File: config.mk
export PLATFORM = sky130hd
export DESIGN_NAME = dram_req_frontend_flat
export DESIGN_NICKNAME = d
export VERILOG_FILES = /design/src/rtl/dram_fe_pkg.sv /design/src/rtl/dram_req_frontend_if.sv /design/src/rtl/dram_fe_match.sv /design/src/rtl/dram_req_frontend.sv /design/src/flat_wrapper.sv
export SDC_FILE = /design/constraint.sdc
export NUM_CORES = 2
export LEC_CHECK = 0
export CORE_MARGIN = 2
export CORE_UTILIZATION = 60
export DETAILED_ROUTE_END_ITERATION = 6
export DONT_BUFFER_PORTS = 1
export PLACE_DENSITY = 0.76
export SLEW_MARGIN = 20
export SYNTH_ARGS = -nofsm -noshare
export SYNTH_HDL_FRONTEND = slang
export SYNTH_SLANG_ARGS = --single-unit
File: constraint.sdc
create_clock -name i_clk -period 16.1 [get_ports i_clk]
set_input_delay 0.805 -clock i_clk [delete_from_list [all_inputs] [get_ports i_clk]]
set_output_delay 0.805 -clock i_clk [all_outputs]
set_load 0.02 [all_outputs]
File: src/rtl/dram_fe_pkg.sv
// Shared types and default widths for the DRAM host-request front end.
// The localparams here are the default configuration of the block.
package dram_fe_pkg;

  localparam int FE_ADDR_W = 24;
  localparam int FE_DATA_W = 64;
  localparam int FE_ID_W   = 4;
  localparam int FE_DEPTH  = 8;
  localparam int FE_CNT_W  = 16;
  localparam int FE_PTR_W  = $clog2(FE_DEPTH) + 1;

  typedef struct packed {
    logic                 write;
    logic [FE_ADDR_W-1:0] addr;
    logic [FE_ID_W-1:0]   id;
    logic [FE_DATA_W-1:0] wdata;
  } req_t;

  localparam int REQ_W = $bits(req_t);

  typedef logic [FE_CNT_W-1:0] cnt_t;

  // Pointer width carries one extra wrap bit above the slot index.
  function automatic int ptr_width(input int depth);
    return $clog2(depth) + 1;
  endfunction

endpackage

File: src/rtl/dram_req_frontend_if.sv
// Host request, controller command and forward-return signals of the front end.
// Handshakes: a transfer happens on a rising edge where valid and ready are both high.
interface dram_req_frontend_if
  import dram_fe_pkg::*;
#(
    parameter int ADDR_W = FE_ADDR_W,
    parameter int DATA_W = FE_DATA_W,
    parameter int ID_W   = FE_ID_W
) ();

    logic              i_req_valid;
    logic              o_req_ready;
    logic              i_req_write;
    logic [ADDR_W-1:0] i_req_addr;
    logic [DATA_W-1:0] i_req_wdata;
    logic [ID_W-1:0]   i_req_id;

    logic              o_cmd_valid;
    logic              i_cmd_ready;
    logic              o_cmd_write;
    logic [ADDR_W-1:0] o_cmd_addr;
    logic [DATA_W-1:0] o_cmd_wdata;
    logic [ID_W-1:0]   o_cmd_id;

    logic              o_fwd_valid;
    logic [DATA_W-1:0] o_fwd_data;
    logic [ID_W-1:0]   o_fwd_id;

    modport slave (
        input  i_req_valid, i_req_write, i_req_addr, i_req_wdata, i_req_id, i_cmd_ready,
        output o_req_ready, o_cmd_valid, o_cmd_write, o_cmd_addr, o_cmd_wdata, o_cmd_id,
        output o_fwd_valid, o_fwd_data, o_fwd_id
    );

    modport master (
        output i_req_valid, i_req_write, i_req_addr, i_req_wdata, i_req_id, i_cmd_ready,
        input  o_req_ready, o_cmd_valid, o_cmd_write, o_cmd_addr, o_cmd_wdata, o_cmd_id,
        input  o_fwd_valid, o_fwd_data, o_fwd_id
    );

endinterface

File: src/rtl/dram_fe_match.sv
// Youngest-write search over the request ring: scans from tail-1 backward
// (modulo DEPTH) and reports the first valid write whose address matches.
module dram_fe_match #(
    parameter int DEPTH  = 8,
    parameter int ADDR_W = 24,
    parameter int IDX_W  = $clog2(DEPTH)
) (
    input  logic [DEPTH-1:0]             ent_valid_i,
    input  logic [DEPTH-1:0]             ent_write_i,
    input  logic [DEPTH-1:0][ADDR_W-1:0] ent_addr_i,
    input  logic [IDX_W-1:0]             tail_i,
    input  logic [ADDR_W-1:0]            addr_i,
    output logic                         hit_o,
    output logic [IDX_W-1:0]             idx_o
);

    logic [IDX_W-1:0] idx;

    // Oldest slot is visited first so that younger hits overwrite it.
    always_comb begin
        hit_o = 1'b0;
        idx_o = '0;
        idx   = '0;
        for (int i = DEPTH; i >= 1; i--) begin
            idx = tail_i - IDX_W'(i);
            if (ent_valid_i[idx] && ent_write_i[idx] && (ent_addr_i[idx] == addr_i)) begin
                hit_o = 1'b1;
                idx_o = idx;
            end
        end
    end

endmodule

File: src/rtl/dram_req_frontend.sv
// Host-side request queue for the DRAM controller with read-after-write
// forwarding from queued writes and accept/forward statistics.
module dram_req_frontend
  import dram_fe_pkg::*;
#(
    parameter int ADDR_W = FE_ADDR_W,
    parameter int DATA_W = FE_DATA_W,
    parameter int ID_W   = FE_ID_W,
    parameter int DEPTH  = FE_DEPTH,
    parameter int CNT_W  = FE_CNT_W
) (
    input  logic               i_clk,
    input  logic               i_rst_n,
    dram_req_frontend_if.slave bus,
    output logic [CNT_W-1:0]   o_wr_cnt,
    output logic [CNT_W-1:0]   o_rd_cnt,
    output logic [CNT_W-1:0]   o_raw_cnt
);

    localparam int PW = ptr_width(DEPTH);
    localparam int IW = PW - 1;

    logic [PW-1:0] wr_ptr_q, wr_ptr_d;
    logic [PW-1:0] rd_ptr_q, rd_ptr_d;

    logic [DEPTH-1:0]             write_q;
    logic [DEPTH-1:0][ADDR_W-1:0] addr_q;
    logic [DEPTH-1:0][DATA_W-1:0] wdata_q;
    logic [DEPTH-1:0][ID_W-1:0]   id_q;

    logic              fwd_valid_q, fwd_valid_d;
    logic [DATA_W-1:0] fwd_data_q, fwd_data_d;
    logic [ID_W-1:0]   fwd_id_q, fwd_id_d;

    logic [CNT_W-1:0] wr_cnt_q, wr_cnt_d;
    logic [CNT_W-1:0] rd_cnt_q, rd_cnt_d;
    logic [CNT_W-1:0] raw_cnt_q, raw_cnt_d;

    logic [IW-1:0]    wr_idx, rd_idx, ent_off, hit_idx;
    logic [PW-1:0]    count;
    logic [DEPTH-1:0] ent_valid;
    logic             full, empty, accept, pop, push, fwd, hit;

    assign wr_idx = wr_ptr_q[IW-1:0];
    assign rd_idx = rd_ptr_q[IW-1:0];
    assign count  = wr_ptr_q - rd_ptr_q;
    assign full   = (wr_ptr_q[PW-1] != rd_ptr_q[PW-1]) && (wr_idx == rd_idx);
    assign empty  = (wr_ptr_q == rd_ptr_q);

    // A slot is live when its distance from the head is below the occupancy;
    // the head stays live in a popping cycle so it can still forward.
    always_comb begin
        ent_valid = '0;
        ent_off   = '0;
        for (int j = 0; j < DEPTH; j++) begin
            ent_off      = IW'(j) - rd_idx;
            ent_valid[j] = ({1'b0, ent_off} < count);
        end
    end

    dram_fe_match #(
        .DEPTH (DEPTH),
        .ADDR_W(ADDR_W),
        .IDX_W (IW)
    ) u_match (
        .ent_valid_i(ent_valid),
        .ent_write_i(write_q),
        .ent_addr_i (addr_q),
        .tail_i     (wr_idx),
        .addr_i     (bus.i_req_addr),
        .hit_o      (hit),
        .idx_o      (hit_idx)
    );

    assign accept = bus.i_req_valid && !full;
    assign pop    = !empty && bus.i_cmd_ready;
    assign fwd    = accept && !bus.i_req_write && hit;
    assign push   = accept && !fwd;

    always_comb begin
        wr_ptr_d    = wr_ptr_q;
        rd_ptr_d    = rd_ptr_q;
        fwd_valid_d = fwd;
        fwd_data_d  = fwd_data_q;
        fwd_id_d    = fwd_id_q;
        wr_cnt_d    = wr_cnt_q;
        rd_cnt_d    = rd_cnt_q;
        raw_cnt_d   = raw_cnt_q;
        if (push) wr_ptr_d = wr_ptr_q + PW'(1);
        if (pop)  rd_ptr_d = rd_ptr_q + PW'(1);
        if (fwd) begin
            fwd_data_d = wdata_q[hit_idx];
            fwd_id_d   = bus.i_req_id;
            raw_cnt_d  = raw_cnt_q + CNT_W'(1);
        end
        if (accept) begin
            if (bus.i_req_write) wr_cnt_d = wr_cnt_q + CNT_W'(1);
            else                 rd_cnt_d = rd_cnt_q + CNT_W'(1);
        end
    end

    always_ff @(posedge i_clk or negedge i_rst_n) begin
        if (!i_rst_n) begin
            wr_ptr_q    <= '0;
            rd_ptr_q    <= '0;
            write_q     <= '0;
            addr_q      <= '0;
            wdata_q     <= '0;
            id_q        <= '0;
            fwd_valid_q <= 1'b0;
            fwd_data_q  <= '0;
            fwd_id_q    <= '0;
            wr_cnt_q    <= '0;
            rd_cnt_q    <= '0;
            raw_cnt_q   <= '0;
        end else begin
            wr_ptr_q    <= wr_ptr_d;
            rd_ptr_q    <= rd_ptr_d;
            fwd_valid_q <= fwd_valid_d;
            fwd_data_q  <= fwd_data_d;
            fwd_id_q    <= fwd_id_d;
            wr_cnt_q    <= wr_cnt_d;
            rd_cnt_q    <= rd_cnt_d;
            raw_cnt_q   <= raw_cnt_d;
            if (push) begin
                write_q[wr_idx] <= bus.i_req_write;
                addr_q[wr_idx]  <= bus.i_req_addr;
                wdata_q[wr_idx] <= bus.i_req_wdata;
                id_q[wr_idx]    <= bus.i_req_id;
            end
        end
    end

    assign bus.o_req_ready = !full;
    assign bus.o_cmd_valid = !empty;
    assign bus.o_cmd_write = write_q[rd_idx];
    assign bus.o_cmd_addr  = addr_q[rd_idx];
    assign bus.o_cmd_wdata = wdata_q[rd_idx];
    assign bus.o_cmd_id    = id_q[rd_idx];
    assign bus.o_fwd_valid = fwd_valid_q;
    assign bus.o_fwd_data  = fwd_data_q;
    assign bus.o_fwd_id    = fwd_id_q;

    assign o_wr_cnt  = wr_cnt_q;
    assign o_rd_cnt  = rd_cnt_q;
    assign o_raw_cnt = raw_cnt_q;

endmodule

File: src/flat_wrapper.sv
// flat-port wrapper written by rule: the top's interface ports become plain ports
module dram_req_frontend_flat import dram_fe_pkg::*;
#(
    parameter int ADDR_W = FE_ADDR_W,
    parameter int DATA_W = FE_DATA_W,
    parameter int ID_W   = FE_ID_W,
    parameter int DEPTH  = FE_DEPTH,
    parameter int CNT_W  = FE_CNT_W
)
  (i_clk, i_rst_n, o_wr_cnt, o_rd_cnt, o_raw_cnt, bus_i_req_valid, bus_i_req_write, bus_i_req_addr, bus_i_req_wdata, bus_i_req_id, bus_i_cmd_ready, bus_o_req_ready, bus_o_cmd_valid, bus_o_cmd_write, bus_o_cmd_addr, bus_o_cmd_wdata, bus_o_cmd_id, bus_o_fwd_valid, bus_o_fwd_data, bus_o_fwd_id);
  dram_req_frontend_if #(.ADDR_W(ADDR_W), .DATA_W(DATA_W), .ID_W(ID_W)) bus_i ();
  input  logic i_clk;
  input  logic i_rst_n;
  output logic [CNT_W-1:0] o_wr_cnt;
  output logic [CNT_W-1:0] o_rd_cnt;
  output logic [CNT_W-1:0] o_raw_cnt;
  input wire logic [$bits(bus_i.i_req_valid)-1:0] bus_i_req_valid;
  input wire logic [$bits(bus_i.i_req_write)-1:0] bus_i_req_write;
  input wire logic [$bits(bus_i.i_req_addr)-1:0] bus_i_req_addr;
  input wire logic [$bits(bus_i.i_req_wdata)-1:0] bus_i_req_wdata;
  input wire logic [$bits(bus_i.i_req_id)-1:0] bus_i_req_id;
  input wire logic [$bits(bus_i.i_cmd_ready)-1:0] bus_i_cmd_ready;
  output wire logic [$bits(bus_i.o_req_ready)-1:0] bus_o_req_ready;
  output wire logic [$bits(bus_i.o_cmd_valid)-1:0] bus_o_cmd_valid;
  output wire logic [$bits(bus_i.o_cmd_write)-1:0] bus_o_cmd_write;
  output wire logic [$bits(bus_i.o_cmd_addr)-1:0] bus_o_cmd_addr;
  output wire logic [$bits(bus_i.o_cmd_wdata)-1:0] bus_o_cmd_wdata;
  output wire logic [$bits(bus_i.o_cmd_id)-1:0] bus_o_cmd_id;
  output wire logic [$bits(bus_i.o_fwd_valid)-1:0] bus_o_fwd_valid;
  output wire logic [$bits(bus_i.o_fwd_data)-1:0] bus_o_fwd_data;
  output wire logic [$bits(bus_i.o_fwd_id)-1:0] bus_o_fwd_id;
  assign bus_i.i_req_valid = bus_i_req_valid;
  assign bus_i.i_req_write = bus_i_req_write;
  assign bus_i.i_req_addr = bus_i_req_addr;
  assign bus_i.i_req_wdata = bus_i_req_wdata;
  assign bus_i.i_req_id = bus_i_req_id;
  assign bus_i.i_cmd_ready = bus_i_cmd_ready;
  assign bus_o_req_ready = bus_i.o_req_ready;
  assign bus_o_cmd_valid = bus_i.o_cmd_valid;
  assign bus_o_cmd_write = bus_i.o_cmd_write;
  assign bus_o_cmd_addr = bus_i.o_cmd_addr;
  assign bus_o_cmd_wdata = bus_i.o_cmd_wdata;
  assign bus_o_cmd_id = bus_i.o_cmd_id;
  assign bus_o_fwd_valid = bus_i.o_fwd_valid;
  assign bus_o_fwd_data = bus_i.o_fwd_data;
  assign bus_o_fwd_id = bus_i.o_fwd_id;
  dram_req_frontend #(.ADDR_W(ADDR_W), .DATA_W(DATA_W), .ID_W(ID_W), .DEPTH(DEPTH), .CNT_W(CNT_W)) u_core (.i_clk(i_clk), .i_rst_n(i_rst_n), .bus(bus_i), .o_wr_cnt(o_wr_cnt), .o_rd_cnt(o_rd_cnt), .o_raw_cnt(o_raw_cnt));
endmodule
Yosys cells after proc, flatten, opt, wreduce, memory -nomap -nowiden

Cells that the tools add are included.

$add $sub $neg: 21
$lt $le $gt $ge: 19
Equal/unequal tests: 11
Multiplexer cells: 86
Bitwise operators: 1
Reduce and logical (&&, ||, !) cells: 29

Operators with widths:

| operator                                                              | count |
|---|---|
| 24-bit binary-select mux with 3-bit select                            | 9 |
| 512-bit bitwise mux                                                   | 1 |
| 64-bit binary-select mux with 3-bit select                            | 2 |
| 24-bit two-way mux                                                    | 10 |
| 192-bit bitwise mux                                                   | 1 |
| 64-bit demux with 3-bit select                                        | 1 |
| 24-bit == test                                                        | 8 |
| 64-bit two-way mux                                                    | 3 |
| 24-bit demux with 3-bit select                                        | 1 |
| 1-bit binary-select mux with 3-bit select                             | 17 |
| 16-bit by 1-bit adder with 16-bit output (second input constant)      | 3 |
| 3-bit by 4-bit < comparator with 1-bit output (second input constant) | 10 |
| 32-bit bitwise mux                                                    | 1 |
| 3-bit by 4-bit < comparator with 1-bit output                         | 8 |
| 1-bit two-way mux                                                     | 26 |
| 3-bit two-way mux                                                     | 8 |
| 1-bit logical AND                                                     | 23 |
| 4-bit binary-select mux with 3-bit select                             | 1 |
| 4-bit demux with 3-bit select                                         | 1 |
| 3-bit subtractor (first input constant)                               | 4 |
| 3-bit subtractor (second input constant)                              | 4 |
| 4-bit by 1-bit adder with 4-bit output (second input constant)        | 2 |
| 8-bit bitwise mux                                                     | 1 |
| 4-bit two-way mux                                                     | 2 |
| 13 further kinds                                                      | 20 |

Register bits: 869
Output and inout port bits: 212

Depth between registers and ports, before layout

Depth after elaboration: 17
Depth in mapped cells: 36
Mapped depth without buffers: 17

By module

From an unflattened synthesis, not the netlist that was laid out.

Cell total of the unflattened synthesis: 3957
Area total of the unflattened synthesis: 53721.5 um^2

Modules (own cells, without submodules):

| module            | instances | cells each | area an instance (um^2) | seq. area each (um^2) |
|---|---|---|---|---|
| dram_req_frontend | 1         | 2848       | 42462.0                 | 21745.9 |
| dram_fe_match     | 1         | 1109       | 11259.5                 | 0.0 |

Worst setup path after synthesis

Ideal clock, no wire load.

Kind: register to register
Start point: register u_core.wr_ptr_q[0]
End point: register u_core.fwd_data_q[61], in the netlist u_core.bus.o_fwd_data[61]
Data arrival time: 6.975 ns
Data required time: 15.969 ns
Slack: 8.995 ns
Cell stages (with the launch flop): 31
Path buffers: 15
Cells stage by stage: dfrtp_1 buf_6 buf_6 buf_8 buf_8 buf_12 buf_6 buf_6 buf_6 inv_2 buf_2 clkbuf_1 clkbuf_1 buf_1 ha_1 clkbuf_1 buf_2 clkbuf_1 mux4_2 xnor2_1 nand4_1 or3_1 o41ai_1 o21ai_1 nor4_1 nor2_1 o31ai_1 a41oi_2 or4_1 a32oi_1 o21ai_1

RTL lines:

| what                                                                                                    | RTL line                 | source |
|---|---|---|
| start, declared                                                                                         | dram_req_frontend.sv:23  | `logic [PW-1:0] wr_ptr_q, wr_ptr_d;` |
| start signal, assigned                                                                                  | dram_req_frontend.sv:117 | `wr_ptr_q <= wr_ptr_d;` |
| 3-bit by 1-bit subtractor with 3-bit output *                                                           | dram_fe_match.sv:25      | `idx = tail_i - IDX_W'(i);` |
| via u_core.u_match.idx[0]                                                                               | dram_fe_match.sv:17      | `logic [IDX_W-1:0] idx;` |
| 24-bit binary-select mux with 3-bit select or 1-bit binary-select mux with 3-bit select (tied branches) | dram_fe_match.sv:26      | `if (ent_valid_i[idx] && ent_write_i[idx] && (ent_addr_i[idx] == addr_i)) begin` |
| 24-bit two-way mux (not written as such) or 1-bit two-way mux (tied branches)                           | dram_fe_match.sv:26      |  |
| 24-bit == test or 1-bit logical AND (tied branches)                                                     | dram_fe_match.sv:26      |  |
| 1-bit logical AND                                                                                       | dram_fe_match.sv:26      |  |
| 3-bit two-way mux                                                                                       | dram_fe_match.sv:26      |  |
| 64-bit binary-select mux with 3-bit select                                                              | dram_req_frontend.sv:92  | `fwd_data_d = wdata_q[hit_idx];` |
| 64-bit two-way mux (not written as such)                                                                | dram_req_frontend.sv:92  |  |
| end signal, assigned                                                                                    | dram_req_frontend.sv:120 | `fwd_data_q <= fwd_data_d;` |
| end, declared                                                                                           | dram_req_frontend.sv:32  | `logic [DATA_W-1:0] fwd_data_q, fwd_data_d;` |

The timed path passes the listed nets; every way through them passes the cells marked *. The select of a mux whose other input is x is not followed.
A chain may end at the register's enable or synchronous reset.

Worst setup path in the final report

Start point: register u_core.wr_ptr_q[0]
End point: register u_core.fwd_data_q[12], in the netlist u_core.bus.o_fwd_data[12]

Longest elaborated chain between the ends: 16

RTL lines:

| what                                          | RTL line                | source |
|---|---|---|
| 4-bit subtractor                              | dram_req_frontend.sv:46 | `assign count = wr_ptr_q - rd_ptr_q;` |
| 3-bit by 4-bit < comparator with 1-bit output | dram_req_frontend.sv:57 | `ent_valid[j] = ({1'b0, ent_off} < count);` |
| 1-bit binary-select mux with 3-bit select     | dram_fe_match.sv:26     |  |
| 1-bit two-way mux (not written as such)       | dram_fe_match.sv:26     |  |
| 1-bit logical AND (2 in a row)                | dram_fe_match.sv:26     |  |
| 3-bit two-way mux (8 in a row)                | dram_fe_match.sv:26     |  |
| 64-bit binary-select mux with 3-bit select    | dram_req_frontend.sv:92 |  |
| 64-bit two-way mux (not written as such)      | dram_req_frontend.sv:92 |  |

Parallel ways exist; a longest one is shown, timed or not. The select of a mux whose other input is x is not followed.

==> run metrics <==
Fillers=7522; Mapped Nets=5514; post-route setup slack=6.198 ns; largest net degree at the start of global routing=631; WP buf/inv=5; residual DRC count=0; main flop type after synthesis=dfrtp_1; share of layout cells above drive strength 1=0.2324; die height=between 300 and 400 um; sw power=around 0.0074 W; Die W=318.3 um; placed cell count=6242; WP data required=between 15 and 20 ns; via count=47160; failing checks=hold timing; most frequent cell after synthesis=dfrtp_1; routed wire length=186200 um; IO buf count=0; leakage power=25.97 nW; final total power=0.01629 W; Syn Area/Cell=10.98 um2; drt pass-1 iters=7; Final min period=9.902 ns; Post-Syn Area=59270 um2; Worst setup SP type=flop; Max Cap Viol=0; Post-Synthesis Cells=5399; minimum hold slack=-0.003137 ns; n_diodes=0; Ys Warns=0; Yosys cell types=98; Final Max Slew Viols=0; synth top area cells=dfrtp_1 37%, mux4_2 13%, mux2_2 9.3%; unrepaired setup endpoints after global routing=false; final clock skew=0.04442 ns; Synth async-reset ratio=1.000; Setup WS pre-CTS=between 6 and 7 ns; vias in the first global route=roughly 47000; cell mode on critical path=buf_4; FMAX=a little over 100 MHz; Crit-path slowest cell=dfrtp_4; Clk Latency, worst-skew pair=0.72 ns; TritonCTS clock tree=yes; post-synth top area cell=dfrtp_1; post-synth top area share=0.3669; first-pass GRT wire length=287900 um; clock power share=0.148; sequential group share of total power=0.275; Post-DP HPWL=109300 um; synthesized flop and latch total=869; Relative slew margins=0.1847; Layout area overhead=5.976%; final hold vios=2; Tcrit/Tclk final=0.6150; internal power=~0.0089 W; Rows=115; run status=finished with violations; Core ar.=98130 um2; WP data arrival=about 10 ns; antenna violations before repair=1; measured slew at the worst slew-check pin=about 1.2 ns; final setup fails=0; Placer Congestion=1.062; Setup TNS=0 ns; commonest cells in the netlist=869 x dfrtp_1, 824 x nand2_1, 490 x mux2_2; IO Pins=between 300 and 400; Initial Utilization=0.6040; initial detailed-routing violation count=6026; die area=just over 100000 um2; EDFF count, synth=0; CTS Sinks=between 800 and 900; switching portion of total power=0.4543; Critical Path End Type=flop; crit-path cells=inv_8 -> ha_4 -> buf_4 -> buf_4 -> mux4_2 -> xnor2_1 -> o21ai_0 -> a22oi_1 -> nand2_1 -> nor4_2 -> nand2b_4 -> buf_4 -> a31oi_1 -> o31ai_1 -> a41oi_4 -> buf_4 -> mux2i_1 -> o21ai_1 -> o21bai_1; CTS Buf Count=99; CP max FO=99; critical path type=reg2reg; ANT nets after route=0; CTS max path bufs=3; via-per-instance ratio=7.335; Seq/Total Area, Yosys=0.3669; combinational share of power=0.577; Worst Hold Class=in2async; Setup Fix Bufs, Post-CTS=0; Worst-path clk slew=0.06 ns; NumNets Final=5179; Power Density=259.3 nW/um2; root buf cell=clkbuf_16; Final Non-Filler Cells=between 6000 and 7000; drt wl/cell=28.95 um; Top delay family on crit path=buffers and inverters; Worst path max stage delay=1.09 ns; gr usage total=0.3637; Overflow after GRT=0; htree depth=3; Max VDD drop=0.0002040 V
## logic make-up after synthesis
group / Yosys count / share of synthesized area
AOI/OAI and AO/OA: 884 / 0.1099
xor gates and xnor gates: 265 / 0.03916
adders and majority gates: 21 / 0.004433
buffers and inverters: 528 / 0.04285
DFF: 869 / 0.3669
muxes: 1403 / 0.3309
and+or+nand+nor: 1429 / 0.1058
## per-layer routing
layer | track usage | wire length (um) | up-vias
li1 | - | - | 19590
met1 | 0.4839 | 71020 | 24020
met2 | 0.5597 | 85510 | 2973
met3 | 0.09088 | 20480 | 577
met4 | 0.1763 | 9145 | 2
met5 | 0.001418 | 13 | -
## sequential cells by signal, summed over array words and instances (netlist names), 8 cells and up
signal / count
u_core.o_rd_cnt: 16
u_core.wdata_q: 512
u_core.o_wr_cnt: 16
u_core.write_q: 8
u_core.bus.o_fwd_data: 64
u_core.id_q: 32
u_core.addr_q: 192
u_core.o_raw_cnt: 16
## path summary, 6_finish.rpt
check,end,cells past startpoint,from,slack (ns)
worst max register to register,u_core.bus.o_fwd_data[12]$_DFFE_PN0P_,19,u_core.wr_ptr_q[0]$_DFFE_PN0P_,6.20
worst min register to register,u_core.id_q[24]$_DFFE_PN0P_,1,u_core.id_q[24]$_DFFE_PN0P_,0.49
worst min-delay path,u_core.addr_q[106]$_DFFE_PN0P_,1,i_rst_n,-0.003
min in group i_clk,u_core.addr_q[177]$_DFFE_PN0P_,1,bus_i_req_addr[9],0.22
worst max-delay path,u_core.bus.o_fwd_data[12]$_DFFE_PN0P_,19,u_core.wr_ptr_q[0]$_DFFE_PN0P_,6.20
max in group asynchronous,u_core.wdata_q[215]$_DFFE_PN0P_,3,i_rst_n,14.28
## final cells by class
cell class	instances	area, um2	area share
Sequential cell	869	21760	0.3465
Tap cell	1287	1610	0.02564
Clock buffer	133	2816	0.04484
Multi-Input combinational cell	4002	35190	0.5601
Timing Repair Buffer	75	752.0	0.01197
Clock inverter	47	613.1	0.009760
Inverter	17	73.82	0.001175
## timing repair
action | in CTS | in global routing
hold endpoints to repair | 630 | 0
hold buffers | 2 | 0
resized for setup | 0 | 0
## power groups by stage
stage | logic, W | clock network (W) | registers [W]
floorplan | 0.00735 | 0 | 0.00393
global placement | 0.00894 | 0 | 0.00436
detailed placement | 0.00911 | 0 | 0.00444
CTS | 0.00922 | 0.00243 | 0.00441
global route | 0.00993 | 0.00251 | 0.00462
finish | 0.00939 | 0.00241 | 0.00449
## cell usage in the layout (no fill, tap or decap), drive strengths merged, types with 21 or more instances in the layout
cell type  count
a21o         121
a21oi         98
a22oi         32
a311o         55
a31oi        137
a41oi         73
and3          29
buf           75
clkbuf       133
clkinv        25
dfrtp        869
inv           21
mux2         837
mux2i        222
mux4         344
nand2        825
nand3        169
nand4         42
nor2         202
nor3          27
o211ai        67
o21ai         43
o221ai        59
o22ai         58
o31ai         62
or3           59
xnor2        198
xor2          67
## metrics by stage
step                instance area [um2]    util
floorplan                         59270       -
detailed placement                59160  0.6029
CTS                               62650  0.6384
global route                      62810  0.6401
global placement                  59160  0.6029
finish                            62810  0.6401
Note: power is estimated with default switching activity, not from simulation.
